--- src/rtl/serial_sub_using_fa_pkg.sv ---
// Shared helpers for the bit-serial subtractor: sizing of the bit counter.
package serial_sub_using_fa_pkg;

    // Width of a counter that must reach n-1 without wrapping (at least 1 bit).
    function automatic int cnt_width(input int n);
        return (n < 2) ? 1 : $clog2(n);
    endfunction

endpackage

--- src/rtl/serial_sub_using_fa_fa_cell.sv ---
// Single-bit full adder: the only arithmetic in the serial subtractor.
module fa_cell (
    input  logic x,
    input  logic y,
    input  logic cin,
    output logic s,
    output logic cout
);

    assign s    = x ^ y ^ cin;
    assign cout = (x & y) | (x & cin) | (y & cin);

endmodule

--- src/rtl/serial_sub_using_fa.sv ---
// Bit-serial N-bit subtractor: diff = a - b - bin, LSB first, one bit per clock,
// built as a + ~b + ~bin through one full-adder cell and a registered carry.
module serial_sub_using_fa
    import serial_sub_using_fa_pkg::*;
#(
    parameter int N = 8
) (
    input  logic         clk,
    input  logic         rst,
    input  logic         start,
    input  logic [N-1:0] a,
    input  logic [N-1:0] b,
    input  logic         bin,
    output logic         busy,
    output logic         done,
    output logic [N-1:0] diff,
    output logic         bout
);

    localparam int CW = cnt_width(N);
    localparam logic [CW-1:0] LAST_BIT = CW'(N - 1);

    localparam logic [1:0] S_IDLE = 2'd0;
    localparam logic [1:0] S_RUN  = 2'd1;
    localparam logic [1:0] S_DONE = 2'd2;

    typedef enum logic [1:0] {
        IDLE = S_IDLE,
        RUN  = S_RUN,
        DONE = S_DONE
    } state_t;

    state_t         r_state;
    state_t         w_next;
    logic           w_accept;
    logic [N-1:0]   r_a_sh;
    logic [N-1:0]   r_b_sh;
    logic [N-1:0]   r_res;
    logic [CW-1:0]  r_cnt;
    logic           r_carry;
    logic [N-1:0]   r_diff;
    logic           r_bout;
    logic           w_y;
    logic           w_s;
    logic           w_cout;

    assign w_y = ~r_b_sh[0];

    fa_cell u_fa (
        .x    (r_a_sh[0]),
        .y    (w_y),
        .cin  (r_carry),
        .s    (w_s),
        .cout (w_cout)
    );

    always_comb begin
        w_next   = r_state;
        w_accept = 1'b0;
        case (r_state)
            IDLE: begin
                if (start) begin
                    w_next   = RUN;
                    w_accept = 1'b1;
                end
            end
            RUN: begin
                if (r_cnt == LAST_BIT) begin
                    w_next = DONE;
                end
            end
            DONE: begin
                if (start) begin
                    w_next   = RUN;
                    w_accept = 1'b1;
                end else begin
                    w_next = IDLE;
                end
            end
            default: w_next = IDLE;
        endcase
    end

    always_ff @(posedge clk) begin
        if (rst) begin
            r_state <= IDLE;
        end else begin
            r_state <= w_next;
        end
    end

    // Carry starts at ~bin: a - b - bin == a + ~b + (1 - bin).
    always_ff @(posedge clk) begin
        if (rst) begin
            r_a_sh  <= '0;
            r_b_sh  <= '0;
            r_res   <= '0;
            r_cnt   <= '0;
            r_carry <= 1'b0;
            r_diff  <= '0;
            r_bout  <= 1'b0;
        end else if (w_accept) begin
            r_a_sh  <= a;
            r_b_sh  <= b;
            r_carry <= ~bin;
            r_cnt   <= '0;
        end else if (r_state == RUN) begin
            r_res   <= {w_s, r_res[N-1:1]};
            r_a_sh  <= {1'b0, r_a_sh[N-1:1]};
            r_b_sh  <= {1'b0, r_b_sh[N-1:1]};
            r_carry <= w_cout;
            r_cnt   <= r_cnt + 1'b1;
            if (r_cnt == LAST_BIT) begin
                r_diff <= {w_s, r_res[N-1:1]};
                r_bout <= ~w_cout;
            end
        end
    end

    assign busy = (r_state == RUN);
    assign done = (r_state == DONE);
    assign diff = r_diff;
    assign bout = r_bout;

endmodule

--- config.mk ---
export PLATFORM = sky130hd
export DESIGN_NAME = serial_sub_using_fa
export DESIGN_NICKNAME = d
export VERILOG_FILES = /design/src/rtl/serial_sub_using_fa_pkg.sv /design/src/rtl/serial_sub_using_fa_fa_cell.sv /design/src/rtl/serial_sub_using_fa.sv
export SDC_FILE = /design/constraint.sdc
export NUM_CORES = 1
export LEC_CHECK = 0
export BUFFER_PORTS_ARGS = -buffer_cell sky130_fd_sc_hd__buf_2
export CAP_MARGIN = 15
export CORE_MARGIN = 4
export CORE_UTILIZATION = 48
export CTS_CLUSTER_DIAMETER = 120
export CTS_CLUSTER_SIZE = 40
export DETAILED_ROUTE_END_ITERATION = 10
export PLACE_DENSITY = 0.74
export SYNTH_ARGS = -nofsm -noshare
export SYNTH_HDL_FRONTEND = slang
export SYNTH_SLANG_ARGS = --single-unit
export TNS_END_PERCENT = 20
--- constraint.sdc ---
create_clock -name clk -period 1.2 [get_ports clk]
set_input_delay 0.12 -clock clk [delete_from_list [all_inputs] [get_ports clk]]
set_output_delay 0.12 -clock clk [all_outputs]
set_load 0.01 [all_outputs]
==> results of run 1 <==
-- synth_stat cells --
cell type,number,share of area (%)
nand2_1,31,7.5
nand3b_1,1,0.49
nor3_1,14,4.5
nand3_1,13,4.2
mux2i_1,3,1.9
a311oi_1,6,3.4
o22ai_1,6,2.4
nand2b_2,1,0.57
nand2b_1,1,0.41
xnor2_1,1,0.57
and2b_1,1,0.49
a21oi_1,20,6.5
fa_1,1,1.3
ha_1,2,1.6
dfxtp_1,38,49
nor3_2,2,1.3
buf_1,2,0.49
nor2b_1,1,0.41
nor2_1,8,1.9
buf_6,5,3.6
a22oi_1,3,1.5
inv_1,2,0.49
a211oi_2,1,0.81
inv_8,1,0.73
o22a_1,1,0.57
buf_2,3,0.97
o21a_1,1,0.49
buf_4,2,0.97
clkbuf_1,2,0.49
-- power by group --
group	internal, uW	switching [uW]	total [uW]
combinational	206	200	406
sequential	1320	41.1	1360
clock	221	385	606
-- state kept, by name (all words and copies together) (netlist names) --
| name | count |
|---|---|
| r_state | 2 |
| r_b_sh | 8 |
| r_a_sh | 8 |
| r_carry | 1 |
| bout | 1 |
| r_res | 7 |
| r_cnt | 3 |
| diff | 8 |
-- worst max-delay path, cell delays in order (launching register included) --
cell and delay (ps):
dfxtp_2 330, nand2b_4 140, bufinv_16 190, buf_12 140, nand2_2 60, a311oi_1 250
-- final timing paths --
path,from,endpoint,slack [ps],cells after the start
setup / recovery,r_state[1],r_b_sh[6],-9,5
hold / removal,b[7],r_b_sh[7],20,3
hold reg to reg,diff[2],diff[2],460,2
setup reg to reg,r_state[1],r_b_sh[6],-9,5
-- cell families after synthesis --
| logic type | count (synthesis) | share of synthesized area (%) |
|---|---|---|
| adders and majority gates | 3 | 2.917 |
| AOI/OAI and AO/OA | 38 | 15.64 |
| xor gates and xnor gates | 1 | 0.5674 |
| muxes | 3 | 1.945 |
| buffers and inverters | 17 | 7.779 |
| and+or+nand+nor | 73 | 21.88 |
| DFF | 38 | 49.27 |
-- routing by layer --
| layer | GRT usage [%] | wire [um] | up-vias |
|---|---|---|---|
| li1 | - | - | 684 |
| met1 | 18.94 | 1487 | 653 |
| met2 | 31.29 | 1798 | 29 |
| met3 | 6.586 | 170 | 10 |
| met4 | 7.916 | 90 | 0 |
| met5 | 0 | 0 | - |
-- per-stage QoR --
stage | hold WS (ps) | cells
5_1_grt | 9.638 | 258
4_1_cts | 15.38 | 257
3_3_place_gp | 381.2 | 247
6_report | 19.43 | 258
2_1_floorplan | 256.0 | 173
3_5_place_dp | 383.7 | 247
-- repair_timing --
action | in CTS | in global routing
setup buffers | 2 | 1
endpoints found under the setup margin | 21 | 25
gates resized for setup | 16 | 19
endpoints found under the hold margin | 0 | 0
pin swaps | 9 | 10
cloned | 1 | 0
-- area by class of cell --
cell class | instances | area share (%)
flip-flops and latches | 38 | 37.85
multi-input cells | 118 | 37.35
repair buffers | 47 | 17.60
well taps | 44 | 2.708
clock buffers | 7 | 2.215
inverters | 3 | 1.846
repair inverters | 1 | 0.4308
==> flow_metrics.tcl, run 1 <==
set metrics [dict create \
    htree_num_levels 2 \
    gr-total-overflow 0 \
    core_mm2 0.003053 \
    dieArea_mm2 0.004188 \
    grt_pass1_vias 1340 \
    io_buffers 30 \
    p_leak_uw 0.0007710 \
    synthToLayoutAreaGrowth_pct 31.69 \
    multiInputGateArea_um2 759.5 \
    cp.arrival_ps 1460 \
    utilization_pct 66.60 \
    final_common_cell "dfxtp_1" \
    cts-root-buf "clkbuf_4" \
    violations "setup timing" \
    num-nets-final 237 \
    grt_max_degree 39 \
    final_cell_area_mm2 0.002033 \
    antenna_found_initial 0 \
    fin_crit_sh_pct 100.8 \
    p_total_uw 2377 \
    fp.dieH_um 64.72 \
    yosys_register_bits 38 \
    layout_common_cells "dfxtp_1, buf_2, nand2_1" \
    drv_slew 0 \
    powerDensity_mw_per_mm2 1169 \
    die_w_um 64.72 \
    routed_wl_um 3547 \
    cts_buffers 5 \
    layout_min_cycle_time_ps 1209 \
    cts.sinks 38 \
    critPathCaptureType "flop" \
    vdd_drop_max_uv 610.6 \
    fin_setup_tns_ps -14.97 \
    place_area_mm2 0.001803 \
    hold_viol 0 \
    start_kind "flop" \
    grt_pass1_wl_um 5789 \
    drcViolationCount 0 \
    grt.total_usage_pct 17.84 \
    synth_area_mm2 0.001544 \
    cts_hold_buf 0 \
    clk_latency_ps 340 \
    drive_gt1_share_pct 39.25 \
    rsz0062_at_grt "yes" \
    routedWlPerCell_um 13.75 \
    clk_pin_slew_ps 100 \
    timing_worst_slew_pin_value_ps 222.6 \
    drt_iter0_markers 50 \
    setup_viol 3 \
    antenna_left 0 \
    layout_setup_ws_ps -9.329 \
    critPathKind "flop to flop" \
    netlist_instances 173 \
    status "finished, violations left" \
    cp.required_ps 1450 \
    ctsLongestPathBuffers 2 \
    num_antenna_cells 0 \
    regArea_um2 769.5 \
    rows 20 \
    hpwl_um 2265 \
    start_util_pct 50.57 \
    cap_violations 0 \
    avgSynthCellArea_um2 8.925 \
    gp_congestion 0.7416 \
    worst_hold_path_type "primary input to flop" \
    path_max_fanout 15 \
    fin_skew_ps 6.031 \
    ys_warn_count 0 \
    syn_nets 196 \
    synth_cell_types 29 \
    num_vias 1376 \
    drt-pass1-iter-count 4 \
    fillers 256 \
    dp_slack_ps -71.56 \
    cts_tree "yes" \
    vias_per_cell 5.333 \
    ys_seq_area_share_pct 49.27 \
    fmax_mhz 826.9 \
    pin_count 31 \
    max_slew_margin_pct 85.06 \
]
No activity file was read; power rests on OpenSTA's default activity.
==> run 2, diff against run 1 <==
SYNTH_HIERARCHICAL = 1   (was default)
==> flow_metrics.tcl, run 2 <==
set metrics [dict create \
    place_area_mm2 0.001778 \
    gr-total-overflow 0 \
    drt-pass1-iter-count 4 \
    num_vias 1418 \
    ctsLongestPathBuffers 2 \
    critPathCaptureType "flop" \
    start_util_pct 50.33 \
    rsz0062_at_grt "yes" \
    cts.sinks 38 \
    vias_per_cell 5.371 \
    stdcell_count 264 \
    violations "setup timing" \
    syn_nets 200 \
    p_leak_uw 0.0008056 \
    fp.dieH_um 64.81 \
    fin_skew_ps 10.90 \
    drcViolationCount 0 \
    timing_worst_slew_pin_value_ps 408.1 \
    fin_crit_sh_pct 103.6 \
    layout_common_cells "nand2_1, dfxtp_1, buf_2" \
    synth_xor_area_share_pct 0.5654 \
    synth_edf_count 0 \
    min_from "a[3]" \
    synthToLayoutAreaGrowth_pct 31.91 \
    powerDensity_mw_per_mm2 1256 \
    avgSynthCellArea_um2 8.751 \
    clk_pin_slew_ps 110 \
    cts_buffers 5 \
    routedWlPerCell_um 14.05 \
    yosysTopAreaCell "dfxtp_1" \
    final_cell_area_mm2 0.002043 \
    synth_area_mm2 0.001549 \
    antenna_left 0 \
    ys_async_sr_fraction_pct 0 \
    hpwl_um 2281 \
    synth_cell_types 29 \
    core_mm2 0.003078 \
    r2r_cells 6 \
    synth-compound-area-share_pct 15.99 \
    worst_hold_path_type "primary input to flop" \
    synth_top_family_by_area "simple AND/OR/NAND/NOR gates" \
    num-nets-final 242 \
    grt.total_usage_pct 18.94 \
    reg2reg_from "r_cnt[0]" \
    ys_seq_area_share_pct 49.11 \
    die_w_um 64.81 \
    clk_latency_ps 340 \
    final_common_cell "nand2_1" \
    drive_gt1_share_pct 39.55 \
    routed_wl_um 3710 \
    critPathKind "flop to flop" \
    synthTopCellsByArea "dfxtp_1, nand2_1, a21oi_1" \
    reg2reg_slack_ps -40 \
    layout_min_cycle_time_ps 1243 \
    p_total_uw 2567 \
    r2r_end "diff[3]" \
    hold_viol 0 \
    synthFlopType "dfxtp_1" \
    dieArea_mm2 0.004200 \
    netlist_instances 177 \
    num_antenna_cells 0 \
    synth_top_area_share_pct 49.11 \
    max_slew_margin_pct 72.79 \
    vdd_drop_max_uv 687.8 \
    rows 20 \
    pin_count 31 \
    path_max_fanout 9 \
    ys_warn_count 6 \
    fmax_mhz 804.6 \
    yosys_register_bits 38 \
    holdPathStages 3 \
    cp.required_ps 1480 \
    grt_pass1_vias 1426 \
    gp_congestion 0.7473 \
    cap_violations 0 \
    layout_setup_ws_ps -42.84 \
    start_kind "flop" \
    muxShareOfSynthArea_pct 1.939 \
    status "finished, violations left" \
    setup_viol 9 \
    dp_cells 248 \
    cts-root-buf "clkbuf_4" \
    htree_num_levels 2 \
    io_buffers 30 \
    hold_end "r_a_sh[3]" \
    drv_slew 0 \
    synth_fa_ha_area_share_pct 2.908 \
    cp.arrival_ps 1520 \
    grt_pass1_wl_um 6099 \
    dp_slack_ps -70.86 \
    grt_max_degree 23 \
    drt_iter0_markers 105 \
    synth-simple-area-share_pct 21.97 \
    cts_tree "yes" \
    crit_start "r_cnt[0]" \
    antenna_found_initial 0 \
    yosys-top-cells-count "dfxtp_1, nand2_1, a21oi_1" \
]
==> run 2: worst max path at each step <==
stage	to	slack, ps	depth (start not counted)
floorplan	diff[1]	40	5
global placement	diff[7]	10	4
detailed placement	r_b_sh[1]	-70	4
CTS	diff[2]	-30	6
global route	diff[3]	-100	6
finish	diff[3]	-40	6
==> run 2: layout make-up <==
cell class	count	area (um^2)
inverters	2	15.01
repair buffers	49	356.6
fillers	258	1035
clock buffers	8	78.83
well taps	44	55.05
multi-input cells	122	760.7
flip-flops and latches	38	770.7
repair inverters	1	6.256
==> run 2: per-stage QoR <==
step | hold slack [ps] | utilization [%] | setup TNS, ps
after floorplan | 256.0 | - | 0
after global placement | 360.9 | 57.76 | 0
after detailed placement | 369.1 | 57.76 | -395.2
after CTS | 34.58 | 64.02 | -161.0
after global routing | 29.45 | 66.38 | -1214
final | 47.35 | 66.38 | -132.7
==> run 2: worst max-delay path, stage by stage (launching register included) <==
cell and delay [ps]:
dfxtp_2 330, ha_1 190, ha_2 190, nand3b_1 130
buf_12 130, nand2_1 70, a21oi_2 140
==> run 2: kinds of logic (layout without fill, tap and decap cells) <==
group,Yosys count,count (layout)
fa+ha+maj,3,3
flops,38,38
buf+inv,17,60
compound gates,37,37
xor+xnor,1,1
mux,3,3
simple gates,78,78
==> run 2: what timing repair did <==
item	in CTS	in global routing
setup buffers	5	0
cloned	2	0
gates resized for setup	17	19
hold buffers	1	0
setup endpoints to repair	24	27
hold endpoints to repair	1	0
pin swaps	3	2
==> run 2: power by group <==
part           switching, uW  internal [uW]  leakage, uW  total [uW]
Sequential              40.4           1320     0.000313        1360
Clock                    403            400    0.0000446         803
Combinational            211            188     0.000448         399
==> run 2: per-layer routing <==
layer / vias up / part of all wire, % / track usage [%]
met1: 650 / 42 / 21.21
met4: 0 / 2.5 / 8.179
met5: - / 0 / 0
met2: 59 / 49 / 31.55
met3: 11 / 6.5 / 7.626
li1: 698 / - / -
==> run 3, diff against run 2 <==
CORE_ASPECT_RATIO = 1.2   (was default)
==> flow_metrics.tcl, run 3 (synthesized netlist as in run 2, its figures left out) <==
set metrics [dict create \
    fillers 262 \
    fp.dieH_um 70.23 \
    dieArea_mm2 0.004204 \
    cts.sinks 38 \
    fmax_mhz 828.9 \
    drcViolationCount 0 \
    path_max_fanout 2 \
    hold_viol 0 \
    gp_congestion 0.7190 \
    crit_family "flip-flops" \
    io_buffers 30 \
    die_w_um 59.86 \
    clk_latency_ps 350 \
    fin_crit_sh_pct 100.5 \
    utilization_pct 65.06 \
    grt_pass1_wl_um 5775 \
    drv_slew 0 \
    core_mm2 0.003083 \
    htree_num_levels 2 \
    stdcell_count 255 \
    cp.buffers_inverters 3 \
    cp.arrival_ps 1090 \
    p_leak_uw 0.0007822 \
    layout_setup_ws_ps -6.478 \
    p_sw_uw 652.6 \
    clk_pin_slew_ps 110 \
    drt_iter0_markers 53 \
    num_vias 1401 \
    worst_hold_path_type "primary input to flop" \
    cts_buffers 5 \
    vias_per_cell 5.494 \
    reg2reg_from "r_state[1]" \
    grt_pass1_vias 1347 \
    power_frac_clock_pct 28.4 \
    num_antenna_cells 0 \
    regArea_um2 770.7 \
    setup_viol 1 \
    slowest_delay_ps 340 \
    rows 22 \
    crit_slowest_cell "dfxtp_2" \
    violations "setup timing" \
    max_slew_margin_pct 85.21 \
    final_common_cell "nand2_1" \
    fin_skew_ps 6.697 \
    swShare_pct 26.67 \
    critPathCaptureType "output pin" \
    hold_end "r_b_sh[0]" \
    routedWlPerCell_um 13.91 \
    cap_violations 0 \
    crit_top_cell "buf_6" \
    vdd_drop_max_uv 836.9 \
    holdWs_ps 45.61 \
    layout_min_cycle_time_ps 1206 \
    layout_common_cells "nand2_1, dfxtp_1, buf_2" \
    start_util_pct 50.24 \
    drive_gt1_share_pct 36.53 \
    p_total_uw 2447 \
    pin_count 31 \
    multiInputGateArea_um2 758.2 \
    gr-total-overflow 0 \
    rsz0062_at_grt "yes" \
    timing_worst_slew_pin_value_ps 220.3 \
    cts-root-buf "clkbuf_4" \
    reg2reg_slack_ps 10 \
    status "finished, violations left" \
    crit_chain "nand2b_4 -> inv_8 -> buf_6 -> buf_6" \
    power_frac_comb_pct 15.9 \
    critPathKind "flop to output pin" \
    synthToLayoutAreaGrowth_pct 29.48 \
    grt.total_usage_pct 17.93 \
    num-nets-final 241 \
    ctsLongestPathBuffers 2 \
    antenna_left 0 \
    cp.required_ps 1080 \
    grt_max_degree 39 \
    holdPathStages 3 \
    dp_cells 239 \
    start_kind "flop" \
    routed_wl_um 3547 \
    antenna_found_initial 0 \
    internal_power_uw 1794 \
    r2r_end "r_a_sh[6]" \
    powerDensity_mw_per_mm2 1220 \
    cts_tree "yes" \
    r2r_cells 5 \
    sequentialPowerShare_pct 55.7 \
    hpwl_um 2215 \
    min_from "b[0]" \
    drt-pass1-iter-count 4 \
]
run 3: changes by cell type in the layout (fill, tap and decap cells not counted), moves of 2 or more:
| cell | before | now |
|---|---|---|
| a21oi_1 | 12 | 15 |
| a21oi_2 | 8 | 5 |
| a311oi_1 | 2 | 4 |
| a311oi_2 | 7 | 5 |
| clkbuf_8 | 3 | 1 |
| ha_4 | 0 | 2 |
run 3: how the worst max path moves through the flow:
stage | startpoint | end | slack [ps] | cells past startpoint
6_report | r_state[1] | busy | -6 | 4
5_1_grt | r_state[1] | busy | -80 | 4
4_1_cts | r_state[1] | busy | -20 | 4
3_5_place_dp | r_state[1] | r_b_sh[6] | -60 | 4
3_3_place_gp | r_state[1] | r_a_sh[6] | -9 | 4
2_1_floorplan | r_cnt[0] | diff[1] | 40 | 5
run 3: repair_timing:
action                                  CTS  global route
buffers inserted                          5             1
endpoints found under the hold margin     1             0
gates resized for setup                  18            18
pin swaps                                 3            10
endpoints found under the setup margin   22            23
gates cloned                              1             0
hold buffers                              1             0
run 3: area by class of cell:
type                    count  area share (%)
repair inverters            1          0.3119
well taps                  36           2.246
clock buffers               7           2.745
repair buffers             48           17.47
multi-input cells         122           37.80
inverters                   2          0.7486
clock inverters             1          0.2495
flip-flops and latches     38           38.43
run 3: power groups by stage:
stage          registers (uW)  logic, uW  clock network, uW
2_1_floorplan            1380        239                  0
3_3_place_gp             1380        307                  0
3_5_place_dp             1390        318                  0
4_1_cts                  1360        358                713
5_1_grt                  1370        427                775
6_report                 1360        389                695
run 3: metrics by stage:
step | setup WS, ps | setup TNS [ps] | instance area, um^2
2_1_floorplan | 40.59 | 0 | 1550
5_1_grt | -80.02 | -897.8 | 2006
6_report | -6.478 | -6.478 | 2006
4_1_cts | -22.81 | -32.70 | 1914
3_3_place_gp | -9.440 | -9.440 | 1748
3_5_place_dp | -62.33 | -527.9 | 1748
run 3: layer usage:
layer	vias up	track usage (%)	part of all wire, %	wire length (um)
li1	693	-	-	-
met1	662	19.50	39	1398
met2	38	30.89	52	1860
met3	8	5.730	5.9	209
met4	0	7.389	2.2	78
met5	-	0	0	0
run 3: worst min-delay path, delay by kind of cell:
kind	cells	cell delay, ps
AND/OR/NAND/NOR	1	90
buffers and inverters	1	100
AO/OA/AOI/OAI	1	50
